$ cat src/rtl/car_warning_pkg.sv
// Shared types and default timing constants for the car-warning chime.
package car_warning_pkg;

  // Chime controller states; 3 bits leaves room for future additions.
  typedef enum logic [2:0] {
    ST_IDLE     = 3'd0,
    ST_QUALIFY  = 3'd1,
    ST_BEEP_ON  = 3'd2,
    ST_BEEP_OFF = 3'd3,
    ST_HOLD     = 3'd4
  } chime_state_t;

  // Default timing, in clock cycles.
  localparam int CHIME_DEBOUNCE = 4;
  localparam int CHIME_ON_CYC   = 8;
  localparam int CHIME_OFF_CYC  = 8;
  localparam int CHIME_BEEP_NUM = 3;

endpackage

$ cat src/rtl/chime_timer.sv
// Shared up-counter for the chime FSM: synchronous clear, terminal compare
// against a limit chosen by the caller each cycle.
module chime_timer #(
  parameter int CNT_W = 8
) (
  input  logic             Clk,
  input  logic             nRst,
  input  logic             Clr,
  input  logic [CNT_W-1:0] Limit,
  output logic             Done
);

  logic [CNT_W-1:0] cnt;

  // Count up every cycle unless cleared; the FSM clears on every state change.
  always_ff @(posedge Clk or negedge nRst) begin
    if (!nRst) begin
      cnt <= '0;
    end else if (Clr) begin
      cnt <= '0;
    end else begin
      cnt <= cnt + 1'b1;
    end
  end

  assign Done = (cnt == Limit);

endmodule

$ cat src/rtl/car_alarm_chime.sv
// Turns the level Alarm into a debounced, timed buzzer pattern plus a steady
// warning lamp. Alarm and Mute are sampled directly (same clock domain).
// Outputs are registered and decoded from the next state, so they change on
// the same edge the state does. DbgState exposes the current state register.
module car_alarm_chime
  import car_warning_pkg::*;
#(
  parameter int DEBOUNCE = CHIME_DEBOUNCE,
  parameter int ON_CYC   = CHIME_ON_CYC,
  parameter int OFF_CYC  = CHIME_OFF_CYC,
  parameter int BEEP_NUM = CHIME_BEEP_NUM,
  parameter int CNT_W    = 8,
  localparam int BW      = $clog2(BEEP_NUM + 1)
) (
  input  logic          Clk,
  input  logic          nRst,
  input  logic          Alarm,
  input  logic          Mute,
  output logic          Buzzer,
  output logic          Lamp,
  output logic          Busy,
  output logic [BW-1:0] BeepCnt,
  output chime_state_t  DbgState
);

  localparam logic [CNT_W-1:0] LIM_DEB = CNT_W'(DEBOUNCE - 1);
  localparam logic [CNT_W-1:0] LIM_ON  = CNT_W'(ON_CYC - 1);
  localparam logic [CNT_W-1:0] LIM_OFF = CNT_W'(OFF_CYC - 1);
  localparam logic [BW-1:0]    BEEP_MAX = BW'(BEEP_NUM);

  chime_state_t     state;
  chime_state_t     nxt_state;
  logic [BW-1:0]    nxt_beep;
  logic             tmr_clr;
  logic [CNT_W-1:0] tmr_limit;
  logic             tmr_done;

  chime_timer #(.CNT_W(CNT_W)) u_timer (
    .Clk   (Clk),
    .nRst  (nRst),
    .Clr   (tmr_clr),
    .Limit (tmr_limit),
    .Done  (tmr_done)
  );

  // Next-state, beep count and timer control. Priority: Alarm low, then
  // Mute, then timer expiry. The timer is cleared unless it must keep counting.
  always_comb begin
    nxt_state = state;
    nxt_beep  = BeepCnt;
    tmr_clr   = 1'b1;
    tmr_limit = '0;
    case (state)
      ST_IDLE: begin
        if (Alarm) nxt_state = ST_QUALIFY;
      end
      ST_QUALIFY: begin
        tmr_limit = LIM_DEB;
        if (!Alarm)        nxt_state = ST_IDLE;
        else if (tmr_done) nxt_state = ST_BEEP_ON;
        else               tmr_clr   = 1'b0;
      end
      ST_BEEP_ON: begin
        tmr_limit = LIM_ON;
        if (!Alarm) begin
          nxt_state = ST_IDLE;
          nxt_beep  = '0;
        end else if (Mute) begin
          nxt_state = ST_HOLD;
        end else if (tmr_done) begin
          nxt_state = ST_BEEP_OFF;
          if (BeepCnt != BEEP_MAX) nxt_beep = BeepCnt + 1'b1;
        end else begin
          tmr_clr = 1'b0;
        end
      end
      ST_BEEP_OFF: begin
        tmr_limit = LIM_OFF;
        if (!Alarm) begin
          nxt_state = ST_IDLE;
          nxt_beep  = '0;
        end else if (Mute) begin
          nxt_state = ST_HOLD;
        end else if (tmr_done) begin
          nxt_state = (BeepCnt == BEEP_MAX) ? ST_HOLD : ST_BEEP_ON;
        end else begin
          tmr_clr = 1'b0;
        end
      end
      ST_HOLD: begin
        if (!Alarm) begin
          nxt_state = ST_IDLE;
          nxt_beep  = '0;
        end
      end
      default: begin
        nxt_state = ST_IDLE;
        nxt_beep  = '0;
      end
    endcase
  end

  // State, beep count and Moore outputs decoded from the next state.
  always_ff @(posedge Clk or negedge nRst) begin
    if (!nRst) begin
      state   <= ST_IDLE;
      BeepCnt <= '0;
      Buzzer  <= 1'b0;
      Lamp    <= 1'b0;
      Busy    <= 1'b0;
    end else begin
      state   <= nxt_state;
      BeepCnt <= nxt_beep;
      Buzzer  <= (nxt_state == ST_BEEP_ON);
      Lamp    <= (nxt_state == ST_BEEP_ON) || (nxt_state == ST_BEEP_OFF) ||
                 (nxt_state == ST_HOLD);
      Busy    <= (nxt_state != ST_IDLE);
    end
  end

  assign DbgState = state;

endmodule
$ cat config.mk
export PLATFORM = sky130hd
export DESIGN_NAME = car_alarm_chime
export DESIGN_NICKNAME = d
export VERILOG_FILES = /design/src/rtl/car_warning_pkg.sv /design/src/rtl/chime_timer.sv /design/src/rtl/car_alarm_chime.sv
export SDC_FILE = /design/constraint.sdc
export NUM_CORES = 1
export LEC_CHECK = 0
export ABC_AREA = 1
export CORE_UTILIZATION = 53
export DETAILED_ROUTE_END_ITERATION = 10
export PLACE_DENSITY = 0.79
export SETUP_SLACK_MARGIN = 0.1
export SLEW_MARGIN = 20
export SYNTH_ARGS = -nofsm -noshare
export SYNTH_HDL_FRONTEND = slang
export SYNTH_SLANG_ARGS = --single-unit
$ cat constraint.sdc
create_clock -name Clk -period 1.75 [get_ports Clk]
set_input_delay 0.35 -clock Clk [delete_from_list [all_inputs] [get_ports Clk]]
set_output_delay 0.35 -clock Clk [all_outputs]
set_load 0.02 [all_outputs]
After elaboration in Yosys (flattened, before gate mapping)
Cells that the tools add are included.

Register bits after elaboration: 16. Bits in latches: 0. Bits in writable memories: 0. ROM bits: 0. Output and inout port bits: 8. Memories kept: 0.

$add $sub $neg: 2. Multipliers: 0. Divide/modulo/power cells: 0. $lt $le $gt $ge: 0. Equal/unequal tests: 14. Shifts and indexed selects: 0. Multiplexer cells: 25. Bitwise gates (word level): 1. Reduce and logical (&&, ||, !) cells: 8.

Operator list (count): two-way mux 3 bit (11); case mux 3 bit (5 select lines) (1); equality test 3 x 2 -> 1 bit, second input constant (4); two-way mux 2 bit (5); != test 3 bit, second input constant (3); adder 8 x 1 -> 8 bit, second input constant (1); equality test 8 x 3 -> 1 bit (1); two-way mux 8 bit (1); equality test 3 bit, second input constant (2); case mux 2 bit (3 select lines) (1); case mux 3 bit (2 select lines) (1); OR reduction 2 bit (3); AND reduction 5 bit (1); two-way mux 1 bit (4); != test 2 bit, second input constant (2); equality test 3 x 1 -> 1 bit, second input constant (1); logical NOT 3 bit (1); nonzero test 3 bit (1); adder 2 x 1 -> 2 bit, second input constant (1); equality test 2 bit, second input constant (1); logical OR 1 bit (2); case mux 1 bit (2 select lines) (1); inverter 1 bit (1).

Logic depth before layout (Yosys ltp)
Word-level depth: 11. Gate-level depth with buffers: 11. Mapped depth without buffers: 11.

Modules after synthesis
Synthesis repeated with hierarchy kept, for this count alone.

Cells, all modules: 157. Area total of the unflattened synthesis: 1052.3 sq um.

By module, submodules not included: chime_timer (times used 1, cells each 84, area an instance 530.5 sq um); car_alarm_chime (times used 1, cells each 73, area an instance 521.8 sq um).

Least setup slack after synthesis
OpenSTA, ideal clock, no wires.

Path type: reg-to-reg. Start point: register state[2] (netlist: DbgState[2]). End point: register BeepCnt[1]. Data arrival time: 1.291 ns. Slack: 0.341 ns. Stages on the path, launching flop included: 11. Buffers on the path: 0. Path through: dfrtp_1 -> inv_2 -> nand2_2 -> nand2_2 -> nand2_2 -> nor2_4 -> nand2_4 -> o21ai_2 -> nand2_2 -> nand2_1 -> nand2_1.

Longest elaborated chain between the ends: 6.

Ends and longest elaborated chain: from (decl) (RTL line car_alarm_chime.sv:31) `chime_state_t state;`; from (signal assigned) (RTL line car_alarm_chime.sv:112) `state <= nxt_state;`; equality test 3 x 2 -> 1 bit (RTL line car_alarm_chime.sv:53) `case (state)`; OR reduction 2 bit (no line); case mux 3 bit (2 select lines) (RTL line car_alarm_chime.sv:53); equality test 8 x 3 -> 1 bit (RTL line chime_timer.sv:26) `assign Done = (cnt == Limit);`; != test 3 bit (no line); AND reduction 5 bit (no line); to (signal assigned) (RTL line car_alarm_chime.sv:113) `BeepCnt <= nxt_beep;`; to (decl) (RTL line car_alarm_chime.sv:22) `output logic [BW-1:0] BeepCnt,`.

Parallel ways exist; a longest one is shown, timed or not. A chain may end at the register's enable or synchronous reset.

Worst setup path after layout
Start point: register Lamp. End point: output port Lamp.

RTL lines: from (decl) (RTL line car_alarm_chime.sv:20) `output logic Lamp,`; from (signal assigned) (RTL line car_alarm_chime.sv:115) `Lamp <= (nxt_state == ST_BEEP_ON) || (nxt_state == ST_BEEP_OFF) ||`.

No word-level cell between the ends.

==> implementation parameters <==
Parameter                              Value

Detailed routing
  Wire length after detailed routing ... 1.834 mm
  Total number of vias ... 783
  DRT antenna net count ... 0
  Wire length per cell after detailed routing ... 12.48 microns
  Number of DRC violations after detailed routing ... 1
  Detailed-route vias per instance ... 5.327
  Pre-antenna DRT Iters ... 7
  Detailed Route Iter0 Violations ... 29

Clocking
  Clock tree from TritonCTS ... yes
  Clock sinks ... 16
  Clock edge transition at the registers on the reported setup and hold paths ... 0.09 ns
  Clk Tree Root Cell ... sky130_fd_sc_hd__clkbuf_4
  Number of clock buffers inserted by TritonCTS ... 3
  Clock Tree Buf Depth ... 2
  Deepest level of the CTS H-tree ... 1
  Clock insertion delay at the later pin of the skew report ... 0.28 ns

Setup path
  Startpoint of the worst-slack reg-to-reg timing path ... DbgState[0]
  Worst path cell trace ... clkdlybuf4s50_1
  Startpoint class of the critical path ... register
  Kind of critical path ... register to output pin
  Data required, critical path ... 1.40 ns
  Cell depth of the worst setup path ... 1
  Highest fanout seen on the critical path ... 1
  Standard cell with the maximum stage delay on the critical path ... sky130_fd_sc_hd__clkdlybuf4s50_1
  Nature of the critical path endpoint ... output pin
  Length in cells of the worst reg-to-reg path ... 11
  Worst reg-to-reg setup slack ... 0.30 ns
  Worst setup path startpoint ... Lamp
  Critical path buffers and inverters ... 1
  Data arrival at the endpoint of the critical path ... 1.24 ns
  Kind of cell adding the most delay to the critical path ... buffers and inverters
  Crit-path max cell delay ... 0.61 ns

Timing
  Max-slew violation count ... 0
  Slew @ Worst Pin ... 0.3655 ns
  Post-route clock period utilization ... 91.07%
  Worst-case headroom to the max-slew limit ... 75.45%
  Maximum clock frequency ... 627.5 MHz
  Final min period ... 1.594 ns
  Final setup violation count ... 0
  Setup total negative slack ... 0 ns
  Worst hold slack across all endpoints ... 0.3670 ns
  Hold violation count in the final report ... 0
  Setup repair after global routing missed its margin ... no
  Worst-case clock skew ... 0.001549 ns

Yosys
  Proportion of synthesized area in mux cells ... 0%
  Largest family of logic cells by synthesized area ... simple AND/OR/NAND/NOR gates
  Fraction of the mapped netlist area in simple logic gates ... 39.57%
  Synthesized Nets ... 118
  Fraction of the yosys area taken by sequential cells ... 43.36%
  Share of the synthesized area in compound gates (AO/OA/AOI/OAI) ... 5.691%
  Yosys warnings ... 0
  XOR/XNOR share of the synthesized area ... 0.9485%
  Adder-cell share of the synthesized area ... 2.710%
  Number of storage elements in the synthesis netlist ... 16
  Synthesized cell area ... 923.4 sq um
  Post-synth cell types ... 24
  Post-Synthesis Mean Instance Area ... 8.245 sq um
  Number of standard cells after synthesis ... 112

Min path
  Worst min path class ... input pin to async pin

Floorplan
  Area of the die ... 1913 sq um
  Site row count ... 14
  Height of the die ... 43.74 microns
  Area of the core ... 1559 sq um
  Chip Width ... 43.74 microns
  I/O Pins ... 12
  Effective utilization at floorplan ... 59.23%

Pwr
  Leak ... 0.6030 nW
  Worst ir drop on vdd ... 1.112 mV
  Power per Cell Area ... 1433 nW/um^2

Flow run
  Number of max-capacitance violations reported ... 0

Global route
  Via count of the first global-routing pass ... 737
  Number of antenna violations at the first check in global routing ... 0
  Global-route wire length before repair ... 3.118 mm
  Maximum number of pins on one net before global-route repair ... 17
  M2 GR Usage ... 33.13%
  Global routing usage summed across all routing layers ... 22.31%
  Global routing usage on met3 ... 5.417%
  Grt peak-use layer ... met2
  Met1 capacity usage during global routing ... 30.56%
  Remaining global-route overflow ... 0

Place
  Number of placed cells counting well taps ... 143
  Total half-perimeter wirelength after legalization and detailed placement ... 1.382 mm
  Buffers added on ports ... 11
  Final Wtd Congestion ... 0.9059

Outcome
  Violated checks ... design-rule violations
  Status ... complete, but fails checks

Cells and area
  Cell Count, Final, Fillers Out ... 147
  Leading cell type in the layout, fill and taps excluded ... sky130_fd_sc_hd__nand2_1
  Fraction of final layout cells with drive strength greater than 1 ... 23.66%
  Total Nets Final ... 138
  Synth-to-Final Area Change ... 21.00%
  Leading cell types in the layout, fill and taps excluded ... sky130_fd_sc_hd__nand2_1 (21), sky130_fd_sc_hd__dfrtp_1 (16), sky130_fd_sc_hd__inv_1 (16)
  Diode insertion count for antenna repair ... 0
where the power goes:
| part | leakage [nW] | switching [mW] | internal (mW) |
|---|---|---|---|
| logic | 0.364 | 0.557 | 0.282 |
| registers | 0.218 | 0.0811 | 0.439 |
| clock network | 0.0210 | 0.115 | 0.127 |
| total | 0.603 | 0.753 | 0.848 |
cells by family after synthesis:
group,Yosys count
buffers and inverters,19
adders and majority gates,2
DFF,16
and+or+nand+nor,65
xor gates and xnor gates,1
AOI/OAI and AO/OA,9
worst reg2reg max path: stages (launching register included):
cell,delay (ns)
sky130_fd_sc_hd__dfrtp_1,0.46
sky130_fd_sc_hd__inv_1,0.11
sky130_fd_sc_hd__nand2_2,0.11
sky130_fd_sc_hd__nand2_2,0.06
sky130_fd_sc_hd__nand2_1,0.07
sky130_fd_sc_hd__nand2_2,0.07
sky130_fd_sc_hd__nand2_4,0.12
sky130_fd_sc_hd__inv_2,0.05
sky130_fd_sc_hd__nand2_1,0.06
sky130_fd_sc_hd__nand3_2,0.09
sky130_fd_sc_hd__nand2_2,0.11
sky130_fd_sc_hd__nor2_2,0.03
flip-flops by register name (all words and copies together), names as in the netlist:
signal / flops
BeepCnt: 2
Busy: 1
Buzzer: 1
DbgState: 3
Lamp: 1
u_timer.cnt: 8
cells in the mapped netlist:
master,count,area [sq um]
sky130_fd_sc_hd__nor4_1,1,6.260
sky130_fd_sc_hd__nand3_1,10,50.05
sky130_fd_sc_hd__nand2_1,21,78.83
sky130_fd_sc_hd__nand4_1,2,12.51
sky130_fd_sc_hd__nor3b_2,3,37.54
sky130_fd_sc_hd__inv_1,16,60.06
sky130_fd_sc_hd__xor2_1,1,8.760
sky130_fd_sc_hd__o21ai_0,3,15.01
sky130_fd_sc_hd__nand2_4,1,11.26
sky130_fd_sc_hd__ha_1,2,25.02
sky130_fd_sc_hd__nand3_4,1,17.52
sky130_fd_sc_hd__o21ai_2,1,8.760
sky130_fd_sc_hd__nand3_2,2,20.02
sky130_fd_sc_hd__nor2_4,1,11.26
sky130_fd_sc_hd__dfrtp_1,16,400.4
sky130_fd_sc_hd__nor3_2,1,10.01
sky130_fd_sc_hd__nand2_2,8,50.05
sky130_fd_sc_hd__inv_2,3,11.26
sky130_fd_sc_hd__nor3_1,2,10.01
sky130_fd_sc_hd__nor2_2,1,6.260
sky130_fd_sc_hd__and3_1,1,6.260
sky130_fd_sc_hd__a21oi_2,1,8.760
sky130_fd_sc_hd__a21oi_1,4,20.02
sky130_fd_sc_hd__nor2_1,10,37.54
timing repair:
item / in CTS / in global routing
gates resized for setup: 4 / 1
setup buffers: 0 / 0
hold buffers: 0 / 0
endpoints found under the setup margin: 4 / 1
pin swaps: 0 / 0
gates cloned: 0 / 0
endpoints found under the hold margin: 0 / 0
stage by stage:
step           utilization (%)  setup slack, ns  total power, mW  area [sq um]
5_1_grt                  71.67           0.1159            1.706          1117
2_1_floorplan                -           0.3411            1.125         923.4
3_5_place_dp             69.50          0.09423            1.379          1084
3_3_place_gp             69.50           0.1960            1.359          1084
6_report                 71.67           0.1563            1.601          1117
4_1_cts                  71.51           0.1042            1.604          1115
final cells by class:
type                            count  area, sq um
Timing Repair Buffer               15        137.6
Tap cell                           16        20.02
Fill cell                         130        441.7
Inverter                           19        71.32
Clock buffer                        4        36.28
Sequential cell                    16        400.4
Multi-Input combinational cell     77        451.7
routing by layer:
| metal | vias to the layer above | part of all wire, % | routed length (microns) |
|---|---|---|---|
| met3 | 6 | 5.2 | 96 |
| met2 | 24 | 46 | 851 |
| li1 | 394 | - | - |
| met4 | 0 | 1.9 | 35 |
| met1 | 359 | 46 | 851 |
| met5 | - | 0 | 0 |
worst paths after layout:
path                                   to
min in group Clk           u_timer.cnt[0]
max reg2reg                        Buzzer
min                        u_timer.cnt[6]
max in group asynchronous  u_timer.cnt[4]
max                                  Lamp
min reg2reg                u_timer.cnt[0]
Power figures use the tool's default switching activity.
